==> src/rtl/sound_pkg.sv <==
// Shared constants and FSM encoding for the sound peak locator.
package sound_pkg;
  localparam int NUM_CH   = 4;
  localparam int MIDSCALE = 512;
  localparam int SAMPLE_W = 11;
  localparam int MAG_W    = 10;
  localparam int CNT_W    = 16;

  typedef enum logic [1:0] {
    ST_IDLE,
    ST_ACCUM,
    ST_COMPARE,
    ST_REPORT
  } state_t;
endpackage

==> src/rtl/chan_mag.sv <==
// Centre a 10-bit ADC code on midscale and return its absolute distance.
module chan_mag
  import sound_pkg::*;
(
  input  logic [SAMPLE_W-1:0] sample,
  output logic [MAG_W-1:0]    mag
);
  logic signed [SAMPLE_W-1:0] centered;
  logic                       unused_msb;

  // Bit 10 is always 0 from the ADC stage; only the 10-bit code is used.
  assign unused_msb = sample[SAMPLE_W-1];

  always_comb begin
    centered = signed'({1'b0, sample[MAG_W-1:0]}) - signed'(SAMPLE_W'(MIDSCALE));
    if (centered[SAMPLE_W-1]) mag = MAG_W'(-centered);
    else                      mag = MAG_W'(centered);
  end
endmodule

==> src/rtl/sound_peak_locator.sv <==
// Tracks per-channel peak magnitude over a window of sample rounds and
// reports the loudest channel once per window.
//
// state   | meaning
// IDLE    | peaks and round counter held clear, waiting for enable
// ACCUM   | folding each round's magnitudes into the peak registers
// COMPARE | four-cycle scan for the largest peak, lowest index wins ties
// REPORT  | result presented with peak_valid for one cycle
module sound_peak_locator
  import sound_pkg::*;
#(
  parameter int WINDOW    = 256,
  parameter int THRESHOLD = 64
) (
  input  logic               clk_clk,
  input  logic               reset_n,
  input  logic [1:0]         select_ch,
  input  logic signed [10:0] SPI_CH0,
  input  logic signed [10:0] SPI_CH1,
  input  logic signed [10:0] SPI_CH2,
  input  logic signed [10:0] SPI_CH3,
  input  logic               enable,
  output logic               peak_valid,
  output logic [1:0]         peak_ch,
  output logic [9:0]         peak_mag,
  output logic               peak_active
);
  state_t                state;
  logic [1:0]            sel_q;
  logic [CNT_W-1:0]      round_cnt;
  logic [MAG_W-1:0]      peak [NUM_CH];
  logic [SAMPLE_W-1:0]   samples [NUM_CH];
  logic [MAG_W-1:0]      mags [NUM_CH];
  logic [1:0]            cmp_idx;
  logic [1:0]            best_ch;
  logic [MAG_W-1:0]      best_mag;
  logic                  strobe;
  logic                  win_done;
  logic [MAG_W-1:0]      cand;
  logic                  take;
  logic [1:0]            fin_ch;
  logic [MAG_W-1:0]      fin_mag;

  assign samples[0] = SPI_CH0;
  assign samples[1] = SPI_CH1;
  assign samples[2] = SPI_CH2;
  assign samples[3] = SPI_CH3;

  for (genvar g = 0; g < NUM_CH; g++) begin : g_mag
    chan_mag u_mag (.sample(samples[g]), .mag(mags[g]));
  end

  // Channel 3 -> 0 wrap means the ADC stage has just refreshed all four.
  assign strobe   = (sel_q == 2'd3) && (select_ch == 2'd0);
  assign win_done = (round_cnt + CNT_W'(1)) == CNT_W'(WINDOW);

  always_comb begin
    cand    = peak[cmp_idx];
    take    = cand > best_mag;
    fin_ch  = take ? cmp_idx : best_ch;
    fin_mag = take ? cand : best_mag;
  end

  always_ff @(posedge clk_clk or negedge reset_n) begin
    if (!reset_n) begin
      state       <= ST_IDLE;
      sel_q       <= 2'd0;
      round_cnt   <= '0;
      for (int i = 0; i < NUM_CH; i++) peak[i] <= '0;
      cmp_idx     <= 2'd0;
      best_ch     <= 2'd0;
      best_mag    <= '0;
      peak_valid  <= 1'b0;
      peak_ch     <= 2'd0;
      peak_mag    <= '0;
      peak_active <= 1'b0;
    end else begin
      sel_q      <= select_ch;
      peak_valid <= 1'b0;
      case (state)
        ST_IDLE: begin
          round_cnt <= '0;
          for (int i = 0; i < NUM_CH; i++) peak[i] <= '0;
          if (enable) state <= ST_ACCUM;
        end
        ST_ACCUM: begin
          if (!enable) begin
            state <= ST_IDLE;
          end else if (strobe) begin
            for (int i = 0; i < NUM_CH; i++)
              if (mags[i] > peak[i]) peak[i] <= mags[i];
            round_cnt <= round_cnt + CNT_W'(1);
            if (win_done) begin
              state    <= ST_COMPARE;
              cmp_idx  <= 2'd0;
              best_ch  <= 2'd0;
              best_mag <= '0;
            end
          end
        end
        ST_COMPARE: begin
          if (!enable) begin
            state <= ST_IDLE;
          end else begin
            best_ch  <= fin_ch;
            best_mag <= fin_mag;
            cmp_idx  <= cmp_idx + 2'd1;
            // Last channel resolves straight into the output registers.
            if (cmp_idx == 2'd3) begin
              state       <= ST_REPORT;
              peak_valid  <= 1'b1;
              peak_ch     <= fin_ch;
              peak_mag    <= fin_mag;
              peak_active <= int'(fin_mag) >= THRESHOLD;
            end
          end
        end
        ST_REPORT: begin
          round_cnt <= '0;
          for (int i = 0; i < NUM_CH; i++) peak[i] <= '0;
          state <= enable ? ST_ACCUM : ST_IDLE;
        end
        default: state <= ST_IDLE;
      endcase
    end
  end
endmodule

==> config.mk <==
export PLATFORM = sky130hd
export DESIGN_NAME = sound_peak_locator
export DESIGN_NICKNAME = d
export VERILOG_FILES = /design/src/rtl/sound_pkg.sv /design/src/rtl/chan_mag.sv /design/src/rtl/sound_peak_locator.sv
export SDC_FILE = /design/constraint.sdc
export NUM_CORES = 1
export LEC_CHECK = 0
export CAP_MARGIN = 10
export CORE_ASPECT_RATIO = 2
export CORE_MARGIN = 2
export CORE_UTILIZATION = 47
export CTS_CLUSTER_DIAMETER = 80
export DETAILED_ROUTE_END_ITERATION = 8
export DONT_BUFFER_PORTS = 1
export GPL_TIMING_DRIVEN = 0
export SLEW_MARGIN = 5
export SYNTH_ARGS = -nofsm -noshare
export SYNTH_HDL_FRONTEND = slang
export SYNTH_HIERARCHICAL = 1
export SYNTH_SLANG_ARGS = --single-unit
==> constraint.sdc <==
create_clock -name clk_clk -period 6.65 [get_ports clk_clk]
set_input_delay 1.33 -clock clk_clk [delete_from_list [all_inputs] [get_ports clk_clk]]
set_output_delay 1.33 -clock clk_clk [all_outputs]
set_load 0.02 [all_outputs]
==> results.txt, run 1 <==
outcome - complete, no violations
TritonCTS clock tree - built
synthesized area - 6270 µm²
DR pass1 iterations - 5
clock-pin transition on the worst setup and hold timing paths - 70 ps
first-pass GRT wire length - 25100 µm
Layout Skew - 8.25 ps
CTS HTree Levels - 3
period utilisation layout - 60.0%
WS Path Type - reg -> reg
DR WL/cell - 18.6 µm
largest net degree at the start of global routing - 89
vias in the first global route - 5134
top_reg_cell synth - dfrtp_1
Final setup viols - 0
Vias/cell - 5.96
# resized after CTS - 0
Die W - 85.7 µm
Setup Fix Bufs, Post-CTS - 0
drt drc - 0
clock share of power - 18.2%
number of synthesized flops with an enable pin - 0
Post-Syn Area per Cell - 9.64 µm²
DR iter-0 viols - 193
Seq/Total Area, Yosys - 35.1%
ant diodes - 0
die height - 167 µm
Logic pwr share - 52.1%
routed wire length - 15200 µm
P_leak - 3.15 nW
dpl cell area - 6460 µm²
Worst setup EP type - flip-flop
Power Density - 423 nW/µm²
Total Routing Usage GR - 22.2%
setup_tns - 0 ps
initial antenna violation count - 0
Min Hold Slack - 511 ps
CP max FO - 10
unrepaired setup endpoints after global routing - false
vias after detailed routing - 4885
Reg power frac - 29.7%
Critical Path Start Type - flip-flop
hold buffers post-CTS - 0
hpwl dp - 12100 µm
row count - 59
Peak Freq - 251 MHz
Final Max Slew Viols - 0
sw frac - 43.0%
DIE AREA - 14300 µm²
Post-Synthesis Cells - 651
Max Cap Viol - 0
CP arrival - 4210 ps
later-pin clock latency in the skew report - 340 ps
Min-Delay Path Class - reg -> reg
post-route ant nets - 0
grt ovf - 0
post-synthesis cell type count - 59
Max clock buf depth - 2
Hold Vio Cnt, Final - 0
clk sink count - 88
clk root buf - clkbuf_16
CP required - 6870 ps
Top-Level Pins - 63
Starting Density - 48.3%
async set-reset flop share out of synthesis - 100%
Rel. slew slack - 50.7%
Least-Margin Pin Slew - 739 ps
net count of the finished layout - 770
crit path time final - 3990 ps
CTS buffer count - 9
internal power - 0.00163 W
IR drop worst, VDD - 0.298 mV
Syn-to-layout area delta - 7.88%
switching pwr - 0.00123 W
Core Area - 13000 µm²
Post-Syn Nets - 759
warnings from Yosys - 6
Finished Cell Area - 6770 µm²
share of post-route cells with drive strength above 1 - 8.55%
Placer Congestion - 0.864
port bufs - 0
synthesized flop and latch total - 88
state kept, by name, indices dropped and copies added, names as in the netlist:
| name | cells |
|---|---|
| peak_mag | 10 |
| sel_q | 2 |
| peak_active | 1 |
| peak_valid | 1 |
| peak_ch | 2 |
| cmp_idx | 2 |
| best_mag | 10 |
| peak | 40 |
| best_ch | 2 |
| round_cnt | 16 |
| state | 2 |
power by group through the flow:
stage	registers [W]	clock network, W	logic [W]
2_1_floorplan	0.000792	0	0.00119
3_3_place_gp	0.000856	0	0.00145
3_5_place_dp	0.000862	0	0.00149
4_1_cts	0.000853	0.000530	0.00150
5_1_grt	0.000868	0.000551	0.00168
6_report	0.000851	0.000521	0.00149
final timing paths:
kind	startpoint	endpoint	slack, ps	cells past startpoint
setup / recovery	cmp_idx[0]$_DFFE_PN0P_	peak_ch[1]$_DFFE_PN0P_	2660	11
hold / removal	round_cnt[0]$_DFFE_PN0P_	round_cnt[0]$_DFFE_PN0P_	510	1
setup reg to reg	cmp_idx[0]$_DFFE_PN0P_	peak_ch[1]$_DFFE_PN0P_	2660	11
hold reg to reg	round_cnt[0]$_DFFE_PN0P_	round_cnt[0]$_DFFE_PN0P_	510	1
max in group asynchronous	reset_n	best_mag[0]$_DFFE_PN0P_	5850	0
min in group asynchronous	reset_n	round_cnt[9]$_DFFE_PN0P_	670	0
cell type report:
cell class / count / area (µm²)
fill: 1206 / 6220
multi-input combinational: 460 / 3660
tap: 152 / 190
sequential: 88 / 2200
inverter: 79 / 297
buffer: 24 / 119
clock buffer: 9 / 225
clock inverter: 7 / 78.8
metrics by stage:
stage / total power, W / instances / util [%] / setup slack [ps]
after floorplan: 0.00198 / 651 / - / 2910
after global routing: 0.00309 / 819 / 52.1 / 2310
final: 0.00286 / 819 / 52.1 / 2660
after global placement: 0.00231 / 803 / 49.8 / 2600
after CTS: 0.00288 / 819 / 52.1 / 2610
after detailed placement: 0.00236 / 803 / 49.8 / 2540
synth_stat cells, types with 2 or more instances:
library cell,count,area [µm²]
dfrtp_1,88,2200
inv_1,79,297
nand2_1,68,255
ha_1,59,738
a22o_1,51,447
a21oi_1,33,165
nor2_1,22,82.6
xor2_1,21,184
mux2i_1,18,180
o21ai_0,16,80.1
a21o_1,15,113
nor2b_1,14,87.6
o21ai_1,14,70.1
clkbuf_1,13,48.8
nand3_1,13,65.1
mux4_2,10,225
nand4_1,10,62.6
xnor2_1,10,87.6
nor3_1,9,45.0
o31ai_1,7,52.6
and3_1,6,37.5
buf_2,5,25.0
nor4_4,5,106
a221o_1,4,40.0
a31oi_1,4,25.0
buf_4,4,30.0
mux2_1,4,45.0
nor3_2,4,40.0
nor4_2,4,50.1
o41ai_1,4,35.0
or3_1,4,25.0
o211a_1,3,30.0
and4_1,2,17.5
nor4_1,2,12.5
o22ai_1,2,12.5
kinds of logic after synthesis:
kind of cell,share of synthesized area [%]
muxes,7.36
DFF,35.1
adders and majority gates,11.8
buffers and inverters,6.62
xor gates and xnor gates,4.33
and+or+nand+nor,15.5
AOI/OAI and AO/OA,19.4
layout by cell type, fill, tap and decap left out, types with 5 or more instances in the layout:
cell type / count
a21o_1: 15
a21oi_1: 33
a22o_1: 51
and3_1: 6
buf_2: 5
clkbuf_1: 13
clkbuf_16: 9
dfrtp_1: 88
ha_1: 59
inv_1: 79
mux2i_1: 18
mux4_2: 10
nand2_1: 68
nand3_1: 13
nand4_1: 10
nor2_1: 22
nor2b_1: 14
nor3_1: 9
nor4_4: 5
o21ai_0: 16
o21ai_1: 14
o31ai_1: 7
xnor2_1: 10
xor2_1: 21
critical path, stage by stage (launching register included):
cell      delay, ps
dfrtp_1         350
clkbuf_1        370
buf_1           500
mux4_2          640
ha_1            320
and4_1          260
a221o_1         160
a21oi_1          90
a41oi_4         440
buf_2           390
mux2i_1         270
o21ai_1          80
routing by layer:
| layer | track usage [%] | wire (µm) | up-vias |
|---|---|---|---|
| met5 | 0 | 0 | - |
| met4 | 10.8 | 623 | 0 |
| met3 | 3.06 | 340 | 37 |
| met2 | 42.6 | 8760 | 95 |
| met1 | 22.7 | 5480 | 2389 |
| li1 | - | - | 2364 |
No activity file was read; power rests on OpenSTA's default activity.
==> inputs of run 2 (changes only) <==
- clock period: 6.65 -> 4 ns (I/O delays scaled with it)
==> results.txt, run 2 (same netlist as run 1, synthesis figures left out) <==
Setup Fix Bufs, Post-CTS - 0
Peak Freq - 277 MHz
Crit-path slowest cell - mux4_2
die height - 167 µm
P_leak - 3.16 nW
vias in the first global route - 5134
hold buffers post-CTS - 0
DIE AREA - 14300 µm²
IR drop worst, VDD - 0.495 mV
Starting Density - 48.3%
vias after detailed routing - 4881
Syn-to-layout area delta - 7.92%
Critical Path Start Type - flip-flop
CP peak stage delay - 600 ps
Vias/cell - 5.96
crit path time final - 3610 ps
share of post-route cells with drive strength above 1 - 8.85%
Final Max Slew Viols - 0
Core Area - 13000 µm²
WP buf/inv - 3
unrepaired setup endpoints after global routing - false
ordered cell list for the critical path - clkbuf_2 > buf_2 > mux4_2 > ha_1 > and4_1 > a221o_1 > a21oi_1 > a41oi_4 > buf_2 > mux2i_1 > o21ai_1
net count of the finished layout - 770
Max Cap Viol - 0
Worst setup EP type - flip-flop
reg2reg start - cmp_idx[0]$_DFFE_PN0P_
Total Routing Usage GR - 22.2%
Largest register FFs - 40
CP dominant cell by count - buf_2
Rel. slew slack - 50.7%
first-pass GRT wire length - 25100 µm
Final setup viols - 0
ant diodes - 0
TritonCTS clock tree - built
flop2flop setup slack - 390 ps
most frequent cells in the layout - dfrtp_1, inv_1, nand2_1, ha_1, a22o_1
Placer Congestion - 0.864
commonest non-fill, non-tap cell in the layout - dfrtp_1
clk sink count - 88
Finished Cell Area - 6770 µm²
Reg2Reg Depth - 11
Hold Vio Cnt, Final - 0
hpwl dp - 12100 µm
CTS buffer count - 9
largest net degree at the start of global routing - 89
Top-Level Pins - 63
routed wire length - 15200 µm
clock-pin transition on the worst setup and hold timing paths - 70 ps
Largest regs - peak (40), round_cnt (16)
clk root buf - clkbuf_16
CTS HTree Levels - 3
Least-Margin Pin Slew - 740 ps
post-route ant nets - 0
end of the worst register-to-register path - peak_ch[1]$_DFFE_PN0P_
DR iter-0 viols - 192
row count - 59
later-pin clock latency in the skew report - 350 ps
Largest Register - peak
period utilisation layout - 90.3%
WS Path Type - reg -> reg
dpl cell area - 6460 µm²
DR pass1 iterations - 5
post-route setup slack - 388 ps
Die W - 85.7 µm
DR WL/cell - 18.6 µm
Min-Delay Path Class - in -> async
CP required - 4220 ps
Min Hold Slack - 145 ps
CP max FO - 10
Max clock buf depth - 2
drt drc - 0
cell class contributing the biggest share of worst-path delay - buffers and inverters
Layout Skew - 10.4 ps
outcome - complete, no violations
port bufs - 0
CP arrival - 3830 ps
initial antenna violation count - 0
Power Density - 703 nW/µm²
grt ovf - 0
worst slack, placed - -24.6 ps
run 2: per-layer routing:
metal	global-route usage, %	share of wire (%)
met1	22.7	36
met2	42.6	57
met3	3.06	2.3
met4	10.8	4.1
met5	0	0
run 2: worst max-delay path by stage:
| stage | startpoint | end | slack, ps | cells past startpoint |
|---|---|---|---|---|
| CTS | cmp_idx[0]$_DFFE_PN0P_ | peak_ch[1]$_DFFE_PN0P_ | 170 | 11 |
| global route | cmp_idx[0]$_DFFE_PN0P_ | peak_ch[1]$_DFFE_PN0P_ | 150 | 11 |
| detailed placement | cmp_idx[0]$_DFFE_PN0P_ | peak_ch[1]$_DFFE_PN0P_ | -20 | 11 |
| global placement | cmp_idx[0]$_DFFE_PN0P_ | peak_ch[1]$_DFFE_PN0P_ | 7 | 11 |
| finish | cmp_idx[0]$_DFFE_PN0P_ | peak_ch[1]$_DFFE_PN0P_ | 390 | 11 |
| floorplan | cmp_idx[0]$_DFFE_PN0P_ | best_mag[0]$_DFFE_PN0P_ | 370 | 12 |
run 2: area by class of cell:
cell class,count,area (µm²)
Buffer,24,121
Clock buffer,9,225
Clock inverter,7,78.8
Fill cell,1204,6220
Inverter,79,297
Multi-Input combinational cell,460,3660
Sequential cell,88,2200
Tap cell,152,190
run 2: stage by stage:
step	power (W)	util (%)	cells	setup TNS [ps]
after global routing	0.00515	52.1	819	0
final	0.00476	52.1	819	0
after floorplan	0.00329	-	651	0
after CTS	0.00480	52.1	819	0
after global placement	0.00384	49.8	803	0
after detailed placement	0.00392	49.8	803	-178
run 2: power by group:
part | leakage (nW) | total (W) | switching (W) | internal, W
Clock | 0.150 | 0.000866 | 0.000375 | 0.000491
Combinational | 1.84 | 0.00248 | 0.00139 | 0.00109
Sequential | 1.17 | 0.00142 | 0.000284 | 0.00113
run 2: worst register-to-register path: cells and delay by family, from the launching register on:
kind                       cells  cell delay, ps
AOI/OAI and AO/OA              4             770
adders and majority gates      1             320
buffers and inverters          3             920
DFF                            1             360
muxes                          2             870
and+or+nand+nor                1             260
run 2: timing repair:
item,CTS,global route
gates resized for setup,1,2
pin swaps,0,0
endpoints found under the hold margin,0,0
setup endpoints to repair,15,20
